[src/rtl/tile_pingpong_buffer.sv]
// tile_pingpong_buffer
//   Two-bank tile buffer. The producer fills one bank while the consumer drains
//   the other. Each stored tile is replayed (replay+1) times before its bank is
//   released back to the producer. All status outputs decode registered state.
module tile_pingpong_buffer #(
  parameter int DATA_WIDTH = 12,
  parameter int TILE_SIZE  = 4,
  parameter int REPLAY_W   = 4
) (
  input  logic                  clk,
  input  logic                  rst,
  input  logic                  flush,
  input  logic                  wr_valid,
  output logic                  wr_ready,
  input  logic [DATA_WIDTH-1:0] wr_data,
  input  logic [REPLAY_W-1:0]   wr_replay,
  output logic                  rd_valid,
  input  logic                  rd_ready,
  output logic [DATA_WIDTH-1:0] rd_data,
  output logic                  rd_last,
  output logic                  rd_tile_done,
  output logic [1:0]            tiles_avail
);

  localparam int IW = (TILE_SIZE > 1) ? $clog2(TILE_SIZE) : 1;
  localparam logic [IW-1:0] LAST_IDX = IW'(TILE_SIZE - 1);

  // Storage and bank state
  logic [DATA_WIDTH-1:0] mem_r [2][TILE_SIZE];
  logic [1:0]            full_r;
  logic [REPLAY_W-1:0]   replay_r [2];

  // Pointers
  logic                  wr_bank_r;
  logic [IW-1:0]         wr_idx_r;
  logic                  rd_bank_r;
  logic [IW-1:0]         rd_idx_r;
  logic [REPLAY_W-1:0]   pass_cnt_r;

  // Handshake decode
  logic wr_fire_s;
  logic wr_end_s;
  logic rd_fire_s;
  logic rd_done_s;

  assign wr_ready  = !full_r[wr_bank_r];
  assign rd_valid  = full_r[rd_bank_r];
  assign wr_fire_s = wr_valid && wr_ready;
  assign wr_end_s  = wr_fire_s && (wr_idx_r == LAST_IDX);
  assign rd_fire_s = rd_valid && rd_ready;

  // rd_idx only leaves 0 while the read bank is full, so the valid gate just
  // keeps the flags quiet on an empty buffer.
  assign rd_last      = rd_valid && (rd_idx_r == LAST_IDX);
  assign rd_tile_done = rd_last && (pass_cnt_r == replay_r[rd_bank_r]);
  assign rd_done_s    = rd_fire_s && rd_tile_done;

  // Memory is never cleared; gating with rd_valid keeps rd_data X-free.
  assign rd_data     = rd_valid ? mem_r[rd_bank_r][rd_idx_r] : '0;
  assign tiles_avail = {1'b0, full_r[0]} + {1'b0, full_r[1]};

  // Tile storage: written on every accepted producer word, no reset needed.
  always_ff @(posedge clk) begin
    if (wr_fire_s) begin
      mem_r[wr_bank_r][wr_idx_r] <= wr_data;
    end
  end

  // Write pointer and per-bank replay count latched on the tile's last word.
  always_ff @(posedge clk or posedge rst) begin
    if (rst) begin
      wr_bank_r   <= 1'b0;
      wr_idx_r    <= '0;
      replay_r[0] <= '0;
      replay_r[1] <= '0;
    end else if (flush) begin
      wr_bank_r   <= 1'b0;
      wr_idx_r    <= '0;
      replay_r[0] <= '0;
      replay_r[1] <= '0;
    end else if (wr_end_s) begin
      replay_r[wr_bank_r] <= wr_replay;
      wr_idx_r            <= '0;
      wr_bank_r           <= !wr_bank_r;
    end else if (wr_fire_s) begin
      wr_idx_r <= wr_idx_r + IW'(1);
    end else begin
      wr_idx_r <= wr_idx_r;
    end
  end

  // Read pointer: wrap per pass, release bank after the final pass.
  always_ff @(posedge clk or posedge rst) begin
    if (rst) begin
      rd_bank_r  <= 1'b0;
      rd_idx_r   <= '0;
      pass_cnt_r <= '0;
    end else if (flush) begin
      rd_bank_r  <= 1'b0;
      rd_idx_r   <= '0;
      pass_cnt_r <= '0;
    end else if (rd_done_s) begin
      rd_idx_r   <= '0;
      pass_cnt_r <= '0;
      rd_bank_r  <= !rd_bank_r;
    end else if (rd_fire_s && rd_last) begin
      rd_idx_r   <= '0;
      pass_cnt_r <= pass_cnt_r + REPLAY_W'(1);
    end else if (rd_fire_s) begin
      rd_idx_r <= rd_idx_r + IW'(1);
    end else begin
      rd_idx_r <= rd_idx_r;
    end
  end

  // Bank full flags: set by a completing write, cleared by a releasing read.
  // Both can happen in one cycle because they always address different banks.
  always_ff @(posedge clk or posedge rst) begin
    if (rst) begin
      full_r <= 2'b00;
    end else if (flush) begin
      full_r <= 2'b00;
    end else begin
      for (int b = 0; b < 2; b++) begin
        if (wr_end_s && (wr_bank_r == 1'(b))) begin
          full_r[b] <= 1'b1;
        end else if (rd_done_s && (rd_bank_r == 1'(b))) begin
          full_r[b] <= 1'b0;
        end else begin
          full_r[b] <= full_r[b];
        end
      end
    end
  end

endmodule

[config.mk]
export PLATFORM = sky130hd
export DESIGN_NAME = tile_pingpong_buffer
export DESIGN_NICKNAME = d
export VERILOG_FILES = /design/src/rtl/tile_pingpong_buffer.sv
export SDC_FILE = /design/constraint.sdc
export NUM_CORES = 1
export LEC_CHECK = 0
export CAP_MARGIN = 20
export CELL_PAD_IN_SITES_DETAIL_PLACEMENT = 1
export CELL_PAD_IN_SITES_GLOBAL_PLACEMENT = 1
export CORE_UTILIZATION = 40
export CTS_CLUSTER_SIZE = 8
export DETAILED_ROUTE_END_ITERATION = 12
export DONT_BUFFER_PORTS = 1
export PLACE_DENSITY = 0.7
export SYNTH_ARGS = -nofsm -noshare
export SYNTH_HDL_FRONTEND = slang
export SYNTH_SLANG_ARGS = --single-unit
export TNS_END_PERCENT = 50
[constraint.sdc]
create_clock -name clk -period 2.8 [get_ports clk]
set_clock_uncertainty 0.2 [all_clocks]
set_input_delay 0.56 -clock clk [delete_from_list [all_inputs] [get_ports clk]]
set_output_delay 0.56 -clock clk [all_outputs]
set_load 0.01 [all_outputs]
Yosys cells after proc, flatten, opt, wreduce, memory -nomap -nowiden
Memories as Yosys holds them, arrays and structs flattened.
Cells that the tools add are included.
{"block": "totals", "latchBits": 0, "reg_bits": 20, "n_memories": 1, "word_cells": 93, "romBits": 0, "ram_bits": 96}
{"name": "mem_r", "depth": 2, "word_bits": 48, "rd": 1, "rd_clocked_by_memory_dff": 0, "wr": 1, "line": "29", "source": "logic [DATA_WIDTH-1:0] mem_r [2][TILE_SIZE];"}
{"block": "classes", "multipliers": 0, "n_div": 0, "n_shift": 0, "n_eq_ne": 3, "magnitude_cmp": 8, "addsub": 4, "mux": 39, "n_bitwise": 6, "reduce_logical": 23}
{"op": "$mux W12", "n": 4}
{"op": "$mux W48", "n": 1}
{"op": "$mux W4", "n": 7}
{"op": "$bmux W12 S2", "n": 1}
{"op": "$demux W12 S2", "n": 1}
{"op": "$mux W2", "n": 8}
{"op": "$mux W8", "n": 2}
{"op": "$logic_and A1 B1 Y1", "n": 13}
{"op": "$mux W1", "n": 13}
{"op": "$reduce_bool A3 Y1", "n": 4}
{"op": "$bwmux W8", "n": 1}
{"op": "$ge A3 B3 Y1 const B", "n": 2}
{"op": "$not A2 Y3", "n": 2}
{"op": "$add A2 B1 Y2 const B", "n": 2}
{"op": "$add A4 B1 Y4 const B", "n": 1}
{"op": "$demux W4 S1", "n": 1}
{"op": "$eq A2 B2 Y1 const B", "n": 2}
{"op": "$eq A4 B4 Y1", "n": 1}
{"op": "$ge A2 B2 Y1 const B", "n": 2}
{"op": "$lt A1 B2 Y1 const B", "n": 2}
{"op": "$not A1 Y2", "n": 2}
{"op": "$reduce_bool A2 Y1", "n": 2}
{"op": "$reduce_bool A4 Y1", "n": 1}
{"op": "$logic_not A1 Y1", "n": 3}
{"op": "other kinds (4)", "n": 5}

Longest topological paths before layout
{"block": "logic_depth", "depth_word": 11, "mapped_depth": 8, "mapped_depth_nobuf": 7}

Least setup slack after synthesis
Ideal clock, no wire load.
{"block": "synth_path", "path_type": "flip-flop to output port", "start": "register rd_bank_r", "end": "output port rd_data[10]", "setup_slack_ps": 511, "stages_incl_launch_ff": 7, "arrival_time_ps": 1529, "t_required_ps": 2040, "path_cell_list": "dfrtp_1 buf_6 buf_6 buf_4 mux4_2 mux2i_1 nor2_1"}
{"block": "synth_via", "elab_chain_cells": 5, "word_cells_on_any_way": 7, "classes_between": "6 x mux; 1 x memory"}
{"item": "from (decl)", "line": "36", "source": "logic rd_bank_r;"}
{"item": "from (signal assigned)", "line": "105", "source": "rd_bank_r <= !rd_bank_r;"}
{"item": "$mem_v2 Z2 W48"}
{"item": "$bmux W12 S2", "line": "59", "source": "assign rd_data = rd_valid ? mem_r[rd_bank_r][rd_idx_r] : '0;"}
{"item": "$mux W12 (not written as such) (2 in a row)", "line": "59"}
{"item": "$mux W12 *", "line": "59"}
{"item": "to (decl)", "line": "19", "source": "output logic [DATA_WIDTH-1:0] rd_data,"}
Every way passes the cells marked *; elsewhere a longest branch is shown, timed or not. The select of a mux whose other input is x is not followed.

Worst setup path after layout
{"block": "layout_path", "start": "register rd_bank_r", "end": "output port rd_tile_done"}
{"block": "layout_via", "elab_chain_cells": 6, "word_cells_on_any_way": 9, "classes_between": "1 x eq/ne; 5 x mux; 1 x bitwise; 2 x reduce/logical"}
{"item": "$not A1 Y2 (not written as such)", "line": "55", "source": "assign rd_tile_done = rd_last && (pass_cnt_r == replay_r[rd_bank_r]);"}
{"item": "$mux W4 (not written as such) (3 in a row)", "line": "55"}
{"item": "$eq A4 B4 Y1", "line": "55"}
{"item": "$logic_and A1 B1 Y1 *", "line": "55"}
{"item": "to (decl)", "line": "21", "source": "output logic rd_tile_done,"}
Marked as above.

==> results.py <==
metrics = {
    "critical_path": {
        "crit_path_end_kind": "output port",
        "worstPathRequired_ns": 2.04,
        "worstPathCellList": "clkbuf_2 -> buf_4 -> mux2i_2 -> inv_1 -> nand2_1 -> nor3_2",
        "path_class": "register to output port",
        "crit_path_start_kind": "register",
        "cp.buffers_inverters": 3,
        "cp.arrival_ns": 1.90,
        "r2r_setup_slack_ns": 0.47,
        "cp_top_family": "buffers and inverters",
        "worstPathMaxFanout": 5,
        "slowest_stage": "dfrtp_2",
        "max_stage_delay_ns": 0.45,
    },
    "logic_synthesis": {
        "synthTopCellsByCount": "edfxtp_1, nor2_1, mux2i_1",
        "yosys.area.top_type_share_pct": 60.2,
        "yosysSeqAreaShare_pct": 70.7,
        "synthDistinctLibCells": 27,
        "synth_seq_cells": 116,
        "synth_fp_nets": 296,
        "synth_adder_area_share_pct": 1.83,
        "synth.area.top_cells": "edfxtp_1, mux4_2, dfrtp_1",
        "synth.avg_cell_area_sq_um": 17.9,
        "yosys.area_share.simple_pct": 5.99,
        "synthCells": 268,
        "ys_warn_count": 0,
        "post-synth-top-count-cell": "edfxtp_1",
        "synth_xor_area_share_pct": 1.28,
        "synth_edf_count": 96,
        "synth_flop_cell": "edfxtp_1",
        "synth-compound-area-share_pct": 0.863,
        "yosysTopAreaCell": "edfxtp_1",
        "synthesis.area_sq_um": 4790,
        "async_reset_ff_share_pct": 17.2,
        "synthMuxAreaShare_pct": 17.3,
        "synth_top_family_by_area": "multiplexers",
    },
    "timing": {
        "finalCriticalPeriod_ns": 2.66,
        "finalCritPeriodShare_pct": 95.1,
        "hold_ws_ns": -0.00846,
        "setup_ws_ns": 0.138,
        "report.final.slew_viol_count": 0,
        "max_slew_margin_pct": 47.9,
        "finalHoldViolations": 20,
        "max_freq_mhz": 376,
        "setup_viol": 0,
        "worst_pin_slew_ns": 0.781,
    },
    "floorplanning": {
        "die_w_microns": 111,
        "io_pins": 39,
        "floorplan.initialDensity_pct": 41.6,
        "rows": 39,
        "die_area_sq_um": 12400,
        "fp.dieH_microns": 111,
        "core_area_sq_um": 11500,
    },
    "detailed_routing": {
        "post_drt_wl_per_cell_microns": 21.1,
        "vias_per_cell": 5.34,
        "num_vias": 2444,
        "ant_nets": 0,
        "drt_drc_violations_left": 2,
        "drt_iter0_markers": 130,
        "finalWirelength_mm": 9.64,
        "dr.pass1.iters": 8,
    },
    "global_routing": {
        "top_usage_layer": "met2",
        "grt_pass1_wl_mm": 15.4,
        "antenna_found_initial": 0,
        "met2_usage_pct": 27.3,
        "track_usage_pct": 17.3,
        "grt_max_degree": 25,
        "grt_pass1_vias": 2705,
        "grt_util_met1_pct": 22.2,
        "grt_overflow_total": 0,
        "grt_use_met3_pct": 5.44,
    },
    "clocking": {
        "worstSkewPairLatency_ns": 0.40,
        "cts_tree": "built",
        "cts_max_level": 4,
        "cts_sinks": 116,
        "clk_pin_slew_worst_paths_ns": 0.05,
        "cts-root-buf": "clkbuf_16",
        "cts_buffers": 17,
        "cts_buffer_depth": 2,
    },
    "min_path": {
        "hp-class": "primary input to async pin",
    },
    "cells_and_area": {
        "drive_gt1_share_pct": 27.9,
        "fin_nets": 330,
        "syn_to_final_growth_pct": 20.0,
        "stdcell_area_sq_um": 5740,
        "num_antenna_cells": 0,
        "fin_util_pct": 49.9,
    },
    "outcome": {
        "violations": "design-rule violations, negative hold slack",
        "outcome": "finished, violations left",
    },
    "job": {
        "drv_cap": 0,
    },
    "pwr": {
        "fin_total_pwr_mw": 4.13,
        "p_leak_nw": 1.99,
        "p_per_area_nw_per_um2": 720,
        "ir_drop_v": 0.000451,
    },
    "place": {
        "dp_hpwl_mm": 5.77,
        "io_buffers": 0,
        "pre_cts_ws_ns": 0.405,
        "gp_congestion": 0.709,
        "dpl_cell_area_sq_um": 5100,
    },
}
## worst register-to-register path: cells and delay by family, from the launching register on
kind / cells / cell delay, ns
flops: 1 / 0.45
buf+inv: 3 / 0.49
simple gates: 2 / 0.57
mux: 2 / 0.51
## routing by layer
| layer | part of all wire, % | vias to the layer above |
|---|---|---|
| met5 | 0 | - |
| met4 | 1.6 | 0 |
| met3 | 4.6 | 15 |
| met2 | 49 | 56 |
| met1 | 45 | 1268 |
| li1 | - | 1105 |
## sequential cells by signal (all words and copies together) (netlist names)
register    cells
replay_r        8
rd_idx_r        2
full_r          2
mem_r          96
pass_cnt_r      4
wr_idx_r        2
wr_bank_r       1
rd_bank_r       1
## path summary, 6_finish.rpt
kind / depth (start not counted) / from / endpoint
worst max register to register: 7 / rd_bank_r / rd_bank_r
worst min register to register: 2 / replay_r[0] / replay_r[0]
worst min-delay path: 1 / rst / replay_r[7]
min in group clk: 1 / flush / replay_r[0]
worst max-delay path: 6 / rd_bank_r / rd_tile_done
max in group asynchronous: 1 / rst / rd_bank_r
## layout by cell type, fill, tap and decap left out, drive strengths merged
cell type	netlist	final
nor2	29	29
xor2	5	5
xnor2	2	2
a21oi	5	5
ha	7	7
and2	4	4
nand2	8	8
bufinv	0	3
nor3	9	9
edfxtp	96	96
mux2	1	1
inv	7	8
a211oi	1	1
nor3b	1	1
clkbuf	6	19
nand3	5	5
mux2i	27	27
clkinvlp	0	3
dfrtp	20	20
mux4	24	24
buf	7	26
dlygate4sd3	0	1
a311oi	1	1
and3	3	3
clkinv	0	7
## kinds of logic (layout without fill, tap and decap cells)
| kind of cell | after synthesis | count (layout) |
|---|---|---|
| flops | 116 | 116 |
| simple gates | 59 | 59 |
| mux | 52 | 52 |
| buf+inv | 20 | 67 |
| fa+ha+maj | 7 | 7 |
| compound gates | 7 | 7 |
| xor+xnor | 7 | 7 |
## metrics by stage
| step | setup TNS (ns) | instances |
|---|---|---|
| after global placement | 0 | 421 |
| after CTS | -0.0337 | 456 |
| after detailed placement | 0 | 421 |
| final | 0 | 458 |
| after global routing | -0.0187 | 458 |
| after floorplan | 0 | 268 |
## power breakdown
group | internal (mW) | switching (mW)
clock network | 1.39 | 0.737
logic | 0.0385 | 0.0501
registers | 1.91 | 0.0106
## area by class of cell
| cell class | count | area (sq um) |
|---|---|---|
| Fill cell | 1089 | 5770 |
| Sequential cell | 116 | 3380 |
| Inverter | 7 | 26.3 |
| Multi-Input combinational cell | 132 | 1310 |
| Tap cell | 143 | 179 |
| Clock inverter | 14 | 161 |
| Clock buffer | 18 | 429 |
| Timing Repair Buffer | 28 | 251 |
## what timing repair did
| action | in CTS | in global routing |
|---|---|---|
| setup buffers | 2 | 2 |
| gates resized for setup | 0 | 3 |
| endpoints found under the hold margin | 6 | 0 |
| setup endpoints to repair | 8 | 9 |
| hold buffers | 1 | 0 |
| pin swaps | 0 | 1 |
Power figures use the tool's default switching activity.
